--- src/rtl/serial_to_parallel_rx_pkg.sv ---
`default_nettype none
// ============================================================================
//  Module   : s2p_pkg
//  Purpose  : Shared definitions for the serial-to-parallel receiver:
//             FSM state encoding, default data width and the bit-count
//             width helper.
//  Revision : 1.0 - initial release
// ============================================================================
package s2p_pkg;

  localparam int S2P_DEFAULT_WIDTH = 4;

  typedef enum logic [1:0] {
    ST_IDLE  = 2'd0,
    ST_SHIFT = 2'd1,
    ST_PAR   = 2'd2
  } s2p_state_e;

  // Bits needed to hold a count from 0 up to and including width.
  function automatic int s2p_cnt_width(input int width);
    return $clog2(width + 1);
  endfunction

endpackage
`default_nettype wire

--- src/rtl/serial_to_parallel_rx_if.sv ---
`default_nettype none
// ============================================================================
//  Module   : serial_to_parallel_rx_if
//  Purpose  : Serial-in / word-out bundle for the serial_to_parallel_rx.
//  Ports    : s_in, s_valid, start        - serial side (master drives)
//             data_out, data_valid, busy,
//             frame_err                    - word side (slave drives)
//  Modports : master - traffic source / word sink
//             slave  - the receiver itself
//  Revision : 1.0 - initial release
// ============================================================================
interface serial_to_parallel_rx_if
  import s2p_pkg::*;
#(
  parameter int WIDTH = S2P_DEFAULT_WIDTH
);
  logic             s_in;
  logic             s_valid;
  logic             start;
  logic [WIDTH-1:0] data_out;
  logic             data_valid;
  logic             busy;
  logic             frame_err;

  modport master (
    output s_in, s_valid, start,
    input  data_out, data_valid, busy, frame_err
  );

  modport slave (
    input  s_in, s_valid, start,
    output data_out, data_valid, busy, frame_err
  );
endinterface
`default_nettype wire

--- src/rtl/serial_to_parallel_rx_bit_counter.sv ---
`default_nettype none
// ============================================================================
//  Module   : rx_bit_counter
//  Purpose  : Data-bit counter for the receiver. Clears on clr (priority),
//             increments on en. tc flags that the next enabled increment
//             brings the count to WIDTH, i.e. the current bit completes the
//             word.
//  Ports    : clk, rst_n (async active-low), clr, en -> tc
//  Revision : 1.0 - initial release
// ============================================================================
module rx_bit_counter #(
  parameter int WIDTH = 4,
  parameter int CW    = 3
) (
  input  logic clk,
  input  logic rst_n,
  input  logic clr,
  input  logic en,
  output logic tc
);
  localparam logic [CW-1:0] C_LAST = CW'(WIDTH - 1);

  logic [CW-1:0] r_count;

  always_ff @(posedge clk or negedge rst_n) begin
    if (!rst_n) begin
      r_count <= '0;
    end else if (clr) begin
      r_count <= '0;
    end else if (en) begin
      r_count <= r_count + CW'(1);
    end
  end

  assign tc = (r_count == C_LAST);
endmodule
`default_nettype wire

--- src/rtl/serial_to_parallel_rx.sv ---
`default_nettype none
// ============================================================================
//  Module   : serial_to_parallel_rx
//  Purpose  : Assembles a start-framed serial bit stream into a WIDTH-bit
//             word and presents it with a one-cycle data_valid strobe.
//             A start inside a frame aborts it (frame_err) and restarts.
//  Ports    : clk, rst_n (async active-low), bus (serial_to_parallel_rx_if
//             slave: s_in, s_valid, start -> data_out, data_valid, busy,
//             frame_err)
//  Options  : S2P_PARITY_EN - adds an even-parity bit after the data bits;
//             a mismatch drops the word and pulses frame_err.
//  Revision : 1.0 - initial release
// ============================================================================
module serial_to_parallel_rx
  import s2p_pkg::*;
#(
  parameter int WIDTH     = S2P_DEFAULT_WIDTH,
  parameter bit MSB_FIRST = 1'b1
) (
  input  logic                    clk,
  input  logic                    rst_n,
  serial_to_parallel_rx_if.slave  bus
);
  localparam int CW = s2p_cnt_width(WIDTH);

  s2p_state_e       r_state;
  logic [WIDTH-1:0] r_shift;
  logic [WIDTH-1:0] r_data_out;
  logic             r_data_valid;
  logic             r_busy;
  logic             r_frame_err;

  logic             w_shift_en;
  logic             w_last_bit;
  logic             w_cnt_clr;
  logic             w_tc;
  logic [WIDTH-1:0] w_shift_next;

  // start always wins over a coincident s_valid, so that bit is dropped.
  assign w_shift_en = (r_state == ST_SHIFT) && bus.s_valid && !bus.start;
  assign w_last_bit = w_shift_en && w_tc;

`ifdef S2P_PARITY_EN
  logic r_par;
  logic w_par_done;
  assign w_par_done = (r_state == ST_PAR) && bus.s_valid && !bus.start;
  assign w_cnt_clr  = bus.start | w_par_done;
`else
  assign w_cnt_clr  = bus.start | w_last_bit;
`endif

  generate
    if (MSB_FIRST) begin : g_msb_first
      assign w_shift_next = {r_shift[WIDTH-2:0], bus.s_in};
    end else begin : g_lsb_first
      assign w_shift_next = {bus.s_in, r_shift[WIDTH-1:1]};
    end
  endgenerate

  rx_bit_counter #(
    .WIDTH (WIDTH),
    .CW    (CW)
  ) u_bit_counter (
    .clk   (clk),
    .rst_n (rst_n),
    .clr   (w_cnt_clr),
    .en    (w_shift_en),
    .tc    (w_tc)
  );

  always_ff @(posedge clk or negedge rst_n) begin
    if (!rst_n) begin
      r_state      <= ST_IDLE;
      r_shift      <= '0;
      r_data_out   <= '0;
      r_data_valid <= 1'b0;
      r_busy       <= 1'b0;
      r_frame_err  <= 1'b0;
`ifdef S2P_PARITY_EN
      r_par        <= 1'b0;
`endif
    end else begin
      r_data_valid <= 1'b0;
      r_frame_err  <= 1'b0;

      if (w_shift_en) begin
        r_shift <= w_shift_next;
      end

`ifdef S2P_PARITY_EN
      // Running XOR of the data bits; restarts with every frame.
      if (bus.start) begin
        r_par <= 1'b0;
      end else if (w_shift_en) begin
        r_par <= r_par ^ bus.s_in;
      end
`endif

      case (r_state)
        ST_IDLE: begin
          if (bus.start) begin
            r_state <= ST_SHIFT;
            r_busy  <= 1'b1;
          end
        end

        ST_SHIFT: begin
          if (bus.start) begin
            r_frame_err <= 1'b1;
          end else if (w_last_bit) begin
`ifdef S2P_PARITY_EN
            r_state <= ST_PAR;
`else
            r_data_out   <= w_shift_next;
            r_data_valid <= 1'b1;
            r_state      <= ST_IDLE;
            r_busy       <= 1'b0;
`endif
          end
        end

`ifdef S2P_PARITY_EN
        ST_PAR: begin
          if (bus.start) begin
            r_frame_err <= 1'b1;
            r_state     <= ST_SHIFT;
          end else if (bus.s_valid) begin
            if (r_par ^ bus.s_in) begin
              r_frame_err <= 1'b1;
            end else begin
              r_data_out   <= r_shift;
              r_data_valid <= 1'b1;
            end
            r_state <= ST_IDLE;
            r_busy  <= 1'b0;
          end
        end
`endif

        default: begin
          r_state <= ST_IDLE;
          r_busy  <= 1'b0;
        end
      endcase
    end
  end

  assign bus.data_out   = r_data_out;
  assign bus.data_valid = r_data_valid;
  assign bus.busy       = r_busy;
  assign bus.frame_err  = r_frame_err;
endmodule
`default_nettype wire

--- src/flat_wrapper.sv ---
// flat-port wrapper written by rule: the top's interface ports become plain ports
module serial_to_parallel_rx_flat import s2p_pkg::*;
#(
  parameter int WIDTH     = S2P_DEFAULT_WIDTH,
  parameter bit MSB_FIRST = 1'b1
)
  (clk, rst_n, bus_s_in, bus_s_valid, bus_start, bus_data_out, bus_data_valid, bus_busy, bus_frame_err);
  serial_to_parallel_rx_if #(.WIDTH(WIDTH)) bus_i ();
  input  logic clk;
  input  logic rst_n;
  input wire logic [$bits(bus_i.s_in)-1:0] bus_s_in;
  input wire logic [$bits(bus_i.s_valid)-1:0] bus_s_valid;
  input wire logic [$bits(bus_i.start)-1:0] bus_start;
  output wire logic [$bits(bus_i.data_out)-1:0] bus_data_out;
  output wire logic [$bits(bus_i.data_valid)-1:0] bus_data_valid;
  output wire logic [$bits(bus_i.busy)-1:0] bus_busy;
  output wire logic [$bits(bus_i.frame_err)-1:0] bus_frame_err;
  assign bus_i.s_in = bus_s_in;
  assign bus_i.s_valid = bus_s_valid;
  assign bus_i.start = bus_start;
  assign bus_data_out = bus_i.data_out;
  assign bus_data_valid = bus_i.data_valid;
  assign bus_busy = bus_i.busy;
  assign bus_frame_err = bus_i.frame_err;
  serial_to_parallel_rx #(.WIDTH(WIDTH), .MSB_FIRST(MSB_FIRST)) u_core (.clk(clk), .rst_n(rst_n), .bus(bus_i));
endmodule
--- config.mk ---
export PLATFORM = sky130hd
export DESIGN_NAME = serial_to_parallel_rx_flat
export DESIGN_NICKNAME = d
export VERILOG_FILES = /design/src/rtl/serial_to_parallel_rx_pkg.sv /design/src/rtl/serial_to_parallel_rx_if.sv /design/src/rtl/serial_to_parallel_rx_bit_counter.sv /design/src/rtl/serial_to_parallel_rx.sv /design/src/flat_wrapper.sv
export SDC_FILE = /design/constraint.sdc
export NUM_CORES = 1
export LEC_CHECK = 0
export BUFFER_PORTS_ARGS = -buffer_cell sky130_fd_sc_hd__buf_4
export CORE_AREA = 5 5 42 44
export CTS_BUF_LIST = sky130_fd_sc_hd__clkbuf_4 sky130_fd_sc_hd__clkbuf_8 sky130_fd_sc_hd__clkbuf_16
export DETAILED_ROUTE_END_ITERATION = 10
export DIE_AREA = 0 0 47 49
export PLACE_DENSITY_LB_ADDON = 0.3
export SLEW_MARGIN = 20
export SYNTH_ARGS = -nofsm -noshare
export SYNTH_HDL_FRONTEND = slang
export SYNTH_HIERARCHICAL = 1
export SYNTH_SLANG_ARGS = --single-unit
export TNS_END_PERCENT = 30
--- constraint.sdc ---
create_clock -name clk -period 2 [get_ports clk]
set_clock_uncertainty 0.15 [all_clocks]
set_input_delay 0 -clock clk [delete_from_list [all_inputs] [get_ports clk]]
set_output_delay 0 -clock clk [all_outputs]
set_load 0.02 [all_outputs]
==> metrics.md <==
| Metric | Value |
|---|---|
| CTS tree | `built` |
| Clock transition at path regs | `0.08 ns` |
| Depth of the CTS H-tree | `1` |
| # DRC | `0` |
| Post-cts resize count | `0` |
| CTS max path bufs | `2` |
| Mapped Cells | `37` |
| Achievable clock frequency | `~540 MHz` |
| Post-synth top area share | `0.584` |
| Global placer's final weighted congestion | `approximately 0.7` |
| Synth Area in Adders | `0.0449` |
| Syn Area/Cell | `15.0 um^2` |
| Finished Layout Cells | `74` |
| Most frequent cells in the layout | `dfrtp_1 (13), buf_4 (11), dlygate4sd3_1 (6)` |
| Total GRT Usage | `0.103` |
| Slew Limit Fails | `0` |
| Worst Tran Pin Value | `0.577 ns` |
| R2R Path End | `u_core/bus.busy` |
| Simple-gate share of the synthesized area | `0.103` |
| WL/cell | `13.0 um` |
| Status | `complete, no violations` |
| Rel. slew slack | `0.614` |
| Period utilisation layout | `0.926` |
| Hold Path Class | `flop to flop` |
| Synth unique cells | `15` |
| CORE AREA | `between 0.001 and 0.0015 mm^2` |
| TritonCTS buffer count | `3` |
| Lkg Pwr | `~0.38 nW` |
| # setup viols final | `0` |
| Xor-xnor portion of the synthesized cell area | `0.0157` |
| Fill cells | `124` |
| Largest net degree at the start of global routing | `14` |
| # hold bufs at CTS | `6` |
| DIE HEIGHT | `~49 um` |
| Detailed Routing Iterations Pass 1 | `2` |
| Proportion of synthesized area in mux cells | `0.187` |
| Crit path launch | `u_core/u_bit_counter/r_count[0]` |
| Sink Count | `13` |
| Post-route ant nets | `0` |
| Top cell by count, worst path | `ha_1` |
| Grt total ovfl | `0` |
| Post-synthesis cell area | `~560 um^2` |
| R2R Setup Slk | `~0.15 ns` |
| Fin. Hold Viols | `0` |
| 1st-iter DRT viols | `3` |
| Vias in the first global route | `just under 400` |
| Final Total Pwr | `0.000554 W` |
| Worst reg2reg path depth | `5` |
| MaxCap Viol Count | `0` |
| Most common cell after layout, fill and taps aside | `dfrtp_1` |
| Placed cell count | `64` |
| Post-DP Area | `659 um^2` |
| First-pass GRT wire length | `about 1700 um` |
| Die footprint | `0.00230 mm^2` |
| Worst Path Required | `around 2.0 ns` |
| CP max stage cell | `dlygate4sd3_1` |
| Power per cell area | `between 700 and 800 mW/mm^2` |
| Clock Latency Late Sink | `approximately 0.27 ns` |
| Ports | `12` |
| Layout Area Growth over Synthesis | `34.6%` |
| Final worst slack | `between 0.1 and 0.15 ns` |
| Crit path to | `u_core/bus.busy` |
| Max FO, Critical Path | `3` |
| Worst setup SP type | `flop` |
| Worst path cell trace | `ha_1, ha_1, nand2_1, a21o_2, dlygate4sd3_1` |
| CP Class | `flop to flop` |
| Die width | `47 um` |
| Yosys top cell by area | `dfrtp_1` |
| Ys Warns | `6` |
| Largest family of logic cells by synthesized area | `multiplexers` |
| Setup TNS | `0 ns` |
| Worst reg2reg startpoint | `u_core/u_bit_counter/r_count[0]` |
| Postcts setup bufs | `0` |
| Peak VDD IR | `~280 uV` |
| Crit-path max cell delay | `0.55 ns` |
| Post-route cell area | `around 750 um^2` |
| Fin nets | `66` |
| Via density | `roughly 4.6` |
| Critical Path AT | `1.86 ns` |
| CP bufs+invs | `1` |
| Total Routed Length | `just under 1000 um` |
| Seq/Total Area, Yosys | `0.584` |
| #FFs+latches synth | `13` |
| Initial antenna violation count | `0` |
| # rows | `14` |
| Root buffer cell | `clkbuf_4` |
| Share of layout cells above drive strength 1 | `0.466` |
| Antenna cells | `0` |
| RSZ-0062 raised after global routing | `false` |
| CP delay by family, top | `buffers and inverters` |
| HPWL Detailed | `~700 um` |
| Worst path depth | `5` |
| Top cells by area, synth | `dfrtp_1 (58%), mux2_4 (11%), mux2_2 (6.1%), ha_1 (4.5%), nand4b_4 (4.3%)` |
| Critical hold path startpoint | `u_core/r_shift[2]` |
| Net count after synthesis | `between 40 and 50` |
| Pre-CTS setup slack | `0.455 ns` |
| Synth Area in Compound Gates | `0.0449` |
| Post-layout min period | `1.85 ns` |
| Initial core utilization | `0.397` |
| CP endpoint kind | `flop` |
| Via count | `between 300 and 400` |
| Port Buf Inserts | `11` |
==> flip-flops by register name, indices dropped and copies added, names as in the netlist <==
register                      flops
u_core/bus.data_out               4
u_core/bus.data_valid             1
u_core/r_shift                    3
u_core/u_bit_counter/r_count      3
u_core/bus.frame_err              1
u_core/bus.busy                   1
==> worst register-to-register path, delay by kind of cell, from the launching register on <==
kind / cells / cell delay (ns)
buffers and inverters: 1 / 0.55
flip-flops: 1 / 0.37
adder cells (fa/ha/maj): 2 / 0.37
AO/OA/AOI/OAI: 1 / 0.21
AND/OR/NAND/NOR: 1 / 0.08
==> metrics by stage <==
stage          hold WS, ns   util
3_3_place_gp        -0.300  0.471
5_1_grt              0.395  0.535
4_1_cts              0.361  0.535
3_5_place_dp        -0.297  0.471
2_1_floorplan       -0.446      -
6_report             0.370  0.535
==> Yosys cell counts <==
master,n
xnor2_1,1
mux2_4,4
and2_2,1
nand3b_2,1
a211oi_1,1
dfrtp_1,13
mux2_2,3
a21o_2,1
a31o_2,1
ha_1,2
nand4b_4,1
nor2_1,3
mux2i_1,1
nand2_1,1
inv_1,3
==> how the worst min path moves through the flow <==
stage          depth (start not counted)  slack, ns                endpoint
2_1_floorplan                          0      -0.45         u_core/bus.busy
3_3_place_gp                           1      -0.30  u_core/bus.data_out[2]
3_5_place_dp                           1      -0.30  u_core/bus.data_out[2]
4_1_cts                                3       0.36  u_core/bus.data_out[0]
5_1_grt                                1       0.40       u_core/r_shift[2]
6_report                               1       0.37       u_core/r_shift[2]
==> power breakdown <==
group / internal (W) / total (W) / switching, W
clock: 0.0000906 / 0.000173 / 0.0000822
sequential: 0.000288 / 0.000303 / 0.0000150
combinational: 0.0000465 / 0.0000785 / 0.0000319
==> kinds of logic (layout without fill, tap and decap cells) <==
family / count (synthesis) / count (layout)
AOI/OAI and AO/OA: 3 / 3
xor gates and xnor gates: 1 / 1
adders and majority gates: 2 / 2
buffers and inverters: 3 / 24
DFF: 13 / 13
muxes: 8 / 8
and+or+nand+nor: 7 / 7
==> area by class of cell <==
type / instances / area [um^2] / share of cell area
Clock buffer: 4 / 30.0 / 0.0401
Inverter: 3 / 11.3 / 0.0150
Multi-Input combinational cell: 21 / 220 / 0.294
Sequential cell: 13 / 325 / 0.434
Tap cell: 16 / 20.0 / 0.0267
Timing Repair Buffer: 17 / 143 / 0.190
==> metal layers <==
metal / GRT usage / wire, um
met1: 0.118 / 410
met2: 0.170 / 504
met5: 0 / 0
met4: 0.0415 / 0
met3: 0.0332 / 48
Power figures use the tool's default switching activity.
